==> config.mk <==
export PLATFORM = sky130hd
export DESIGN_NAME = bc_operand_source
export DESIGN_NICKNAME = d
export VERILOG_FILES = /design/src/rtl/bc_operand_source_pkg.sv /design/src/rtl/bc_credit_counter.sv /design/src/rtl/fifo_v3.sv /design/src/rtl/bc_operand_source.sv
export SDC_FILE = /design/constraint.sdc
export NUM_CORES = 1
export LEC_CHECK = 0
export CORE_MARGIN = 1.5
export CORE_UTILIZATION = 25
export DETAILED_ROUTE_END_ITERATION = 8
export PLACE_DENSITY_LB_ADDON = 0.08
export SLEW_MARGIN = 20
export SYNTH_ARGS = -nofsm -noshare
export SYNTH_HDL_FRONTEND = slang
export SYNTH_HIERARCHICAL = 1
export SYNTH_SLANG_ARGS = --single-unit
==> constraint.sdc <==
create_clock -name clk_i -period 2.75 [get_ports clk_i]
set_clock_uncertainty 0.05 [all_clocks]
set_input_delay 0.275 -clock clk_i [delete_from_list [all_inputs] [get_ports clk_i]]
set_output_delay 0.275 -clock clk_i [all_outputs]
set_load 0.02 [all_outputs]
==> src/rtl/bc_operand_source_pkg.sv <==
// Shared types for the broadcast-chain operand source: element word and FSM states.
// Types only; no logic, no latency, no flow control.
package bc_operand_source_pkg;

    typedef logic [63:0] elen_t;

    typedef enum logic [1:0] {
        BC_SRC_IDLE,
        BC_SRC_SEND,
        BC_SRC_DRAIN
    } bc_src_state_e;

endpackage

==> src/rtl/bc_credit_counter.sv <==
// In-flight word counter for the broadcast ring; saturates at both ends.
// Latency: avail/zero/one are registered, so a return frees its credit the next cycle.
// Backpressure: inc ignored at MaxInflight, dec ignored at zero.
module bc_credit_counter #(
    parameter int unsigned MaxInflight = 4
) (
    input  logic clk_i,
    input  logic rst_i,
    input  logic inc_i,
    input  logic dec_i,
    output logic avail_o,
    output logic zero_o,
    output logic one_o
);
    localparam int unsigned CntWidth = $clog2(MaxInflight + 1);
    localparam logic [CntWidth-1:0] CntMax = CntWidth'(MaxInflight);

    logic [CntWidth-1:0] cnt_q;
    logic inc, dec;

    assign avail_o = (cnt_q < CntMax);
    assign zero_o  = (cnt_q == '0);
    assign one_o   = (cnt_q == CntWidth'(1));
    assign inc     = inc_i && avail_o;
    assign dec     = dec_i && !zero_o;

    always_ff @(posedge clk_i) begin
        if (rst_i) begin
            cnt_q <= '0;
        end else if (inc && !dec) begin
            cnt_q <= cnt_q + 1'b1;
        end else if (dec && !inc) begin
            cnt_q <= cnt_q - 1'b1;
        end
    end

endmodule

==> src/rtl/fifo_v3.sv <==
// Generic synchronous FIFO; only compiled when BC_SOURCE_RET_CHECK_EN is defined.
// Latency: data_o shows the head entry combinationally, one cycle after the push.
// Backpressure: push ignored when full, pop ignored when empty.
`ifdef BC_SOURCE_RET_CHECK_EN
module fifo_v3 #(
    parameter int unsigned Depth = 4,
    parameter type dtype = logic
) (
    input  logic clk_i,
    input  logic rst_i,
    input  logic push_i,
    input  logic pop_i,
    input  dtype data_i,
    output dtype data_o,
    output logic full_o,
    output logic empty_o
);
    localparam int unsigned PtrW = (Depth > 1) ? $clog2(Depth) : 1;
    localparam logic [PtrW-1:0] LastPtr = PtrW'(Depth - 1);

    dtype mem_q [Depth];
    logic [PtrW-1:0] rd_q, wr_q;
    logic [PtrW:0] cnt_q;
    logic do_push, do_pop;

    assign full_o  = (cnt_q == (PtrW + 1)'(Depth));
    assign empty_o = (cnt_q == '0);
    assign do_push = push_i && !full_o;
    assign do_pop  = pop_i && !empty_o;
    assign data_o  = mem_q[rd_q];

    always_ff @(posedge clk_i) begin
        if (do_push) begin
            mem_q[wr_q] <= data_i;
        end
    end

    always_ff @(posedge clk_i) begin
        if (rst_i) begin
            rd_q  <= '0;
            wr_q  <= '0;
            cnt_q <= '0;
        end else begin
            if (do_push) begin
                wr_q <= (wr_q == LastPtr) ? '0 : wr_q + 1'b1;
            end
            if (do_pop) begin
                rd_q <= (rd_q == LastPtr) ? '0 : rd_q + 1'b1;
            end
            if (do_push && !do_pop) begin
                cnt_q <= cnt_q + 1'b1;
            end else if (do_pop && !do_push) begin
                cnt_q <= cnt_q - 1'b1;
            end
        end
    end

endmodule
`endif

==> src/rtl/bc_operand_source.sv <==
// Broadcast-ring head: injects operands into lane 0, counts returns, pulses done per command. Macro: BC_SOURCE_RET_CHECK_EN.
// Latency: operand->lane 0 is combinational; done is registered one cycle after the last return.
// Backpressure: op_ready follows bc_ready gated by credits; returns are always accepted.
module bc_operand_source
    import bc_operand_source_pkg::*;
#(
    parameter int unsigned MaxInflight = 4,
    parameter int unsigned LenWidth    = 16,
    parameter int unsigned IdWidth     = 3
) (
    input  logic                clk_i,
    input  logic                rst_i,
    input  logic                cmd_valid_i,
    output logic                cmd_ready_o,
    input  logic [LenWidth-1:0] cmd_len_i,
    input  logic [IdWidth-1:0]  cmd_id_i,
    input  logic                op_valid_i,
    output logic                op_ready_o,
    input  elen_t               op_data_i,
    output logic                bc_valid_o,
    input  logic                bc_ready_i,
    output elen_t               bc_data_o,
    input  logic                ret_valid_i,
    output logic                ret_ready_o,
    input  elen_t               ret_data_i,
    output logic                done_valid_o,
    output logic [IdWidth-1:0]  done_id_o,
    output logic                busy_o,
    output logic                err_o
);
    bc_src_state_e state_q, state_d;
    logic [LenWidth-1:0] remaining_q;
    logic [IdWidth-1:0]  id_q, done_id_q;
    logic done_valid_q, err_q;
    logic avail, zero, one, send, ret_take, done_set, ret_mismatch;

    // A return with nothing in flight is spurious: it must not touch the counter.
    assign ret_take = ret_valid_i && !zero;

    bc_credit_counter #(.MaxInflight(MaxInflight)) i_credit (
        .clk_i   (clk_i),
        .rst_i   (rst_i),
        .inc_i   (send),
        .dec_i   (ret_take),
        .avail_o (avail),
        .zero_o  (zero),
        .one_o   (one)
    );

`ifdef BC_SOURCE_RET_CHECK_EN
    elen_t exp_ret;
    logic  unused_fifo_full, unused_fifo_empty;

    fifo_v3 #(.Depth(MaxInflight), .dtype(elen_t)) i_check_fifo (
        .clk_i   (clk_i),
        .rst_i   (rst_i),
        .push_i  (send),
        .pop_i   (ret_take),
        .data_i  (op_data_i),
        .data_o  (exp_ret),
        .full_o  (unused_fifo_full),
        .empty_o (unused_fifo_empty)
    );
    assign ret_mismatch = ret_take && (exp_ret != ret_data_i);
`else
    logic unused_ret_data;
    assign unused_ret_data = ^ret_data_i;
    assign ret_mismatch    = 1'b0;
`endif

    always_comb begin
        state_d     = state_q;
        cmd_ready_o = 1'b0;
        op_ready_o  = 1'b0;
        bc_valid_o  = 1'b0;
        bc_data_o   = '0;
        send        = 1'b0;
        done_set    = 1'b0;
        unique case (state_q)
            BC_SRC_IDLE: begin
                cmd_ready_o = 1'b1;
                if (cmd_valid_i) begin
                    if (cmd_len_i != '0) state_d = BC_SRC_SEND;
                    else                 done_set = 1'b1;
                end
            end
            BC_SRC_SEND: begin
                bc_valid_o = op_valid_i && avail;
                op_ready_o = bc_ready_i && avail;
                if (bc_valid_o) bc_data_o = op_data_i;
                send = bc_valid_o && bc_ready_i;
                if (send && remaining_q == LenWidth'(1)) state_d = BC_SRC_DRAIN;
            end
            BC_SRC_DRAIN: begin
                if (zero || (one && ret_valid_i)) begin
                    done_set = 1'b1;
                    state_d  = BC_SRC_IDLE;
                end
            end
            default: state_d = BC_SRC_IDLE;
        endcase
    end

    always_ff @(posedge clk_i) begin
        if (rst_i) state_q <= BC_SRC_IDLE;
        else       state_q <= state_d;
    end

    always_ff @(posedge clk_i) begin
        if (rst_i) begin
            remaining_q  <= '0;
            id_q         <= '0;
            done_valid_q <= 1'b0;
            done_id_q    <= '0;
            err_q        <= 1'b0;
        end else begin
            done_valid_q <= done_set;
            if (done_set) begin
                done_id_q <= (state_q == BC_SRC_IDLE) ? cmd_id_i : id_q;
            end
            if (state_q == BC_SRC_IDLE && cmd_valid_i) begin
                remaining_q <= cmd_len_i;
                id_q        <= cmd_id_i;
            end else if (send) begin
                remaining_q <= remaining_q - 1'b1;
            end
            if ((ret_valid_i && zero) || ret_mismatch) begin
                err_q <= 1'b1;
            end
        end
    end

    assign ret_ready_o  = 1'b1;
    assign done_valid_o = done_valid_q;
    assign done_id_o    = done_id_q;
    assign busy_o       = (state_q != BC_SRC_IDLE);
    assign err_o        = err_q;

endmodule
==> results of run 1 <==
[synth_stat cells, types with 4 or more instances]
| master | number |
|---|---|
| nand3_1 | 6 |
| clkbuf_1 | 14 |
| nor2_1 | 10 |
| nand4_1 | 4 |
| nand2_1 | 18 |
| o211ai_1 | 5 |
| a21oi_1 | 13 |
| dfxtp_1 | 29 |
| nor4_1 | 5 |
| nand2b_1 | 5 |
| a211oi_1 | 9 |
| nor2b_1 | 7 |
| or4_1 | 4 |
| or3_1 | 6 |
| and2_1 | 66 |
| mux2i_1 | 5 |
| a31oi_1 | 11 |
| o21ai_0 | 4 |
| ha_1 | 7 |
| inv_1 | 7 |
[layout by cell type, fill, tap and decap left out, types with 6 or more instances in the layout]
| cell type | count |
|---|---|
| ha_1 | 7 |
| nor2b_1 | 7 |
| nor2_1 | 10 |
| a21oi_1 | 13 |
| nand3_1 | 6 |
| dfxtp_1 | 29 |
| inv_1 | 7 |
| clkdlybuf4s50_1 | 161 |
| nand2_1 | 18 |
| or3_1 | 6 |
| a31oi_1 | 11 |
| a211oi_1 | 9 |
| clkbuf_8 | 6 |
| and2_1 | 66 |
[final cells by class]
cell class	instances	area, sq um	share of cell area
multi-input combinational	215	1410	0.361
timing repair buffer	167	1670	0.428
clock buffer	7	86.3	0.0221
inverter	7	26.3	0.00674
sequential	29	581	0.149
tap	105	131	0.0337
[final timing paths]
kind / depth (start not counted) / slack [ns] / start / endpoint
setup / recovery: 5 / 0.32 / state_q[0]$_SDFFE_PP0P_ / bc_data_o[1]
hold / removal: 2 / 0.41 / id_q[0]$_SDFFE_PP0P_ / id_q[0]$_SDFFE_PP0P_
setup reg to reg: 8 / 0.68 / state_q[0]$_SDFFE_PP0P_ / i_credit/cnt_q[2]$_SDFFE_PP0P_
hold reg to reg: 2 / 0.41 / id_q[0]$_SDFFE_PP0P_ / id_q[0]$_SDFFE_PP0P_
[stage by stage]
step / hold WS (ns) / power [mW] / cells
floorplan: 0.294 / 0.733 / 267
global placement: 0.393 / 0.996 / 523
detailed placement: 0.400 / 0.999 / 523
CTS: 0.409 / 1.35 / 530
global route: 0.428 / 1.42 / 530
finish: 0.406 / 1.34 / 530
[sequential cells by signal, summed over array words and instances (netlist names)]
register / cells
err_o: 1
done_id_o: 3
id_q: 3
i_credit/cnt_q: 3
remaining_q: 16
done_valid_o: 1
state_q: 2
[metal layers]
| metal | part of all wire | up-vias |
|---|---|---|
| li1 | - | 1254 |
| met1 | 0.40 | 1130 |
| met3 | 0.075 | 4 |
| met2 | 0.51 | 100 |
| met4 | 0.0089 | 0 |
| met5 | 0 | - |
[where the power goes]
part / switching (mW) / leakage, nW / internal, mW
logic: 0.230 / 1.18 / 0.280
registers: 0.0300 / 0.238 / 0.449
clock network: 0.150 / 0.0443 / 0.198
total: 0.409 / 1.46 / 0.927
[kinds of logic (layout without fill, tap and decap cells)]
kind of cell,count (synthesis),in the layout,share of synthesized area
simple gates,145,145,0.422
compound gates,53,53,0.169
flops,29,29,0.280
buf+inv,23,181,0.0440
fa+ha+maj,7,7,0.0422
mux,5,5,0.0241
xor+xnor,4,4,0.0169
other cells,1,1,0.00181
[worst max-delay path: stages (launching register included)]
cell and delay, ns:
dfxtp_1 0.43, nor2b_1 0.19, and3_1 0.22, buf_12 0.21, and2_1 0.16, clkdlybuf4s50_1 0.62
==> results.ini, run 1 <==
[global_routing]
grt_max_degree = 66
use_met2 = 0.295
antenna_found_initial = 0
grt_overflow_total = 0
grt-busiest-layer = met2
grt_pass1_vias = 2117
use_met3 = 0.0380
grtUsageMet1 = 0.172
grt_pass1_wl_mm = 10.8
grtUsageTotal = 0.157

[clocking]
cts-hold-fix-buffers = 0
cts_max_level = 2
clk_pin_slew_ns = 0.06
max-clock-path-buffers = 2
post_cts_buffers = 0
cts.sinks = 29
postCtsResizedCells = 0
cts_tree = done
insertion_delay_ns = 0.27
cts_buffers = 5
clockRootBuffer = clkbuf_8

[yosys]
ys_ff_latch = 29
synth_edf_count = 0
async_flop_share = 0
yosys.area.top_type = dfxtp_1
yosysWarnings = 6
synth.avg_cell_area_sq_um = 7.77
yosysUniqueCellTypes = 42
ys_seq_area_frac = 0.280
yosys-top-cells-area = dfxtp_1, and2_1, ha_1
synth_top_area_frac = 0.280
synth_fp_nets = 427
netlist_instances = 267
syn_area_sq_um = 2070
synth_ff_type = dfxtp_1

[sta]
finalSetupTns_ns = 0
hold_viol_final = 0
setup_viol = 0
worst_slew_pin_slew_ns = 0.830
worst_slack_ns = 0.319
final_max_slew_viol_count = 0
fmax_ghz = 0.411
rsz0062_at_grt = false
slew-limit-headroom = 0.442
post-route-min-period_ns = 2.43
fin_crit_sh = 0.884

[die]
fp.dieH_um = 94.1
die_w_um = 94.1
rows = 33
io_pins = 227
start_util = 0.255
core_sq_um = 8130
die_area_sq_um = 8850

[power]
ir_drop_uv = 343
p_leak_nw = 1.46
pwr_density_cell_nw_per_um2 = 343

[routing]
viasPerCell = 4.69
final_antenna_net_count = 0
firstDrtPassIters = 4
wl_per_cell_um = 13.8
routed_wl_mm = 7.33
drt_iter0_drc = 38
drc = 0
vias = 2488

[layout]
final_util = 0.480
n_antenna_cell = 0
syn_to_final_growth_pct = 88.1
drive_above_1_share = 0.0424
final_cell_area_sq_um = 3900
nNetsFinal = 585
nFillCells = 799

[status]
outcome = complete, no violations

[place]
dpl_cell_area_sq_um = 3810
post-dp-hpwl_mm = 6.02
numPortBuffers = 161
place_congestion = 0.771
place_ws_ns = 0.435

[worst_setup_path]
cp-end-kind = output port
crit_fanout = 65
worstPathRequired_ns = 2.42
crit_arrival_ns = 2.11
worstSetupPathType = reg2out
worstSetupStartpointType = flip-flop

[job]
cap_violations = 0

[worst_hold_path]
hp-class = reg2reg

No activity file was read; power rests on OpenSTA's default activity.
==> run 2: changes to the inputs <==
--- a/config.mk
+++ b/config.mk
@@ -6,9 +6,9 @@
 export NUM_CORES = 1
 export LEC_CHECK = 0
 export CORE_MARGIN = 1.5
-export CORE_UTILIZATION = 25
+export CORE_UTILIZATION = 28
 export DETAILED_ROUTE_END_ITERATION = 8
-export PLACE_DENSITY_LB_ADDON = 0.08
+export PLACE_DENSITY = 0.83
 export SLEW_MARGIN = 20
 export SYNTH_ARGS = -nofsm -noshare
 export SYNTH_HDL_FRONTEND = slang
==> run 2 against run 1 <==
  * First-iteration DRC count increased by 47%
  * Maximum frequency is 3.4% lower
  * Critical path type unchanged
  * Sequential power hardly changed
  * Largest power group unchanged
  * Highest routed layer unchanged
  * Non-clock buffer count unchanged
==> results.ini, run 2 (synthesis gave the netlist of run 1 again) <==
[worst_setup_path]
cp-end-kind = output port
timing.reg2reg.setup_slack_ns = 0.64
reg2reg_from = state_q[0]$_SDFFE_PP0P_
reg2reg_depth = 8
worstSetupPathType = reg2out
reg2reg_to = i_credit/cnt_q[2]$_SDFFE_PP0P_
crit_arrival_ns = 2.19
crit_fanout = 65
worstSetupStartpointType = flip-flop
worstPathRequired_ns = 2.42

[layout]
nFillCells = 679
max_flop_register = remaining_q
drive_above_1_share = 0.0469
final_util = 0.542
largest_reg_flops = 16
n_antenna_cell = 0
final_cell_mix = clkdlybuf4s50_1, and2_1, dfxtp_1, nand2_1, a21oi_1
nNetsFinal = 585
finalNonFillerCells = 525
syn_to_final_growth_pct = 88.4
final_common_cell = clkdlybuf4s50_1
final_cell_area_sq_um = 3910

[clocking]
postCtsResizedCells = 0
cts.sinks = 29
post_cts_buffers = 0
max-clock-path-buffers = 2
cts_buffers = 5
insertion_delay_ns = 0.29
cts_tree = done
cts-hold-fix-buffers = 0
clk_pin_slew_ns = 0.06
cts_max_level = 2
clockRootBuffer = clkbuf_8

[place]
post-dp-hpwl_mm = 6.17
place_ws_ns = 0.428
numPortBuffers = 161
placed_cells = 517
dpl_cell_area_sq_um = 3810
place_congestion = 0.810

[sta]
fmax_ghz = 0.397
hold_viol_final = 0
post-route-min-period_ns = 2.52
finalSetupTns_ns = 0
worst_slew_pin_slew_ns = 0.700
setup_viol = 0
slew-limit-headroom = 0.529
rsz0062_at_grt = false
fin_crit_sh = 0.915
worst_slack_ns = 0.232
final_max_slew_viol_count = 0

[worst_hold_path]
min_from = id_q[0]$_SDFFE_PP0P_
whs_path_depth = 2
hold_path_end = id_q[0]$_SDFFE_PP0P_
hp-class = reg2reg

[power]
ir_drop_uv = 363
pwr_density_cell_nw_per_um2 = 355
p_leak_nw = 1.47

[global_routing]
grt_pass1_vias = 2242
grt_pass1_wl_mm = 11.1
antenna_found_initial = 0
grtUsageTotal = 0.182
grt_overflow_total = 0
grt_max_degree = 66

[routing]
drt_iter0_drc = 56
routed_wl_mm = 7.80
drc = 0
vias = 2531
viasPerCell = 4.82
wl_per_cell_um = 14.9
final_antenna_net_count = 0
firstDrtPassIters = 4

[die]
rows = 31
core_sq_um = 7210
die_w_um = 89.1
start_util = 0.288
io_pins = 227
die_area_sq_um = 7930
fp.dieH_um = 89.1

[status]
outcome = complete, no violations

[job]
cap_violations = 0

-- run 2: changes by cell type in the layout (fill, tap and decap cells not counted) --
cell,delta
clkbuf_1,-1
clkinv_2,+1
clkbuf_8,+1
-- run 2: worst max-delay path by stage --
stage / start / to / slack [ns]
after floorplan: i_credit/cnt_q[2]$_SDFFE_PP0P_ / i_credit/cnt_q[2]$_SDFFE_PP0P_ / 0.65
after global placement: op_valid_i / bc_data_o[51] / 0.45
after detailed placement: op_valid_i / bc_data_o[34] / 0.43
after CTS: state_q[0]$_SDFFE_PP0P_ / bc_data_o[34] / 0.21
after global routing: state_q[0]$_SDFFE_PP0P_ / bc_data_o[34] / 0.08
final: state_q[0]$_SDFFE_PP0P_ / bc_data_o[34] / 0.23
-- run 2: final cells by class --
type | count | area [sq um] | share of cell area
timing repair buffer | 167 | 1670 | 0.427
multi-input combinational | 215 | 1410 | 0.360
sequential | 29 | 581 | 0.149
tap | 99 | 124 | 0.0317
clock buffer | 7 | 96.3 | 0.0246
inverter | 7 | 26.3 | 0.00672
clock inverter | 1 | 5.00 | 0.00128
-- run 2: worst max-delay path, cell delays in order (launching register included) --
cell	delay, ns
dfxtp_1	0.42
nor2b_1	0.24
and3_1	0.23
buf_12	0.22
and2_1	0.16
clkdlybuf4s50_1	0.62
-- run 2: power breakdown --
part / total, mW / switching [mW] / internal (mW)
registers: 0.480 / 0.0306 / 0.449
logic: 0.516 / 0.236 / 0.281
clock network: 0.391 / 0.165 / 0.226
total: 1.39 / 0.432 / 0.956
-- run 2: per-layer routing --
| layer | GRT usage | vias up | routed length [um] |
|---|---|---|---|
| li1 | - | 1253 | - |
| met1 | 0.219 | 1181 | 3110 |
| met2 | 0.320 | 85 | 4040 |
| met3 | 0.0471 | 12 | 535 |
| met4 | 0.0503 | 0 | 114 |
| met5 | 0 | - | 0 |
-- run 2: per-stage QoR --
stage               hold slack, ns  total power, mW
floorplan                    0.294            0.733
global placement             0.396            0.989
detailed placement           0.403             1.00
CTS                          0.412             1.39
global route                 0.440             1.46
finish                       0.412             1.39
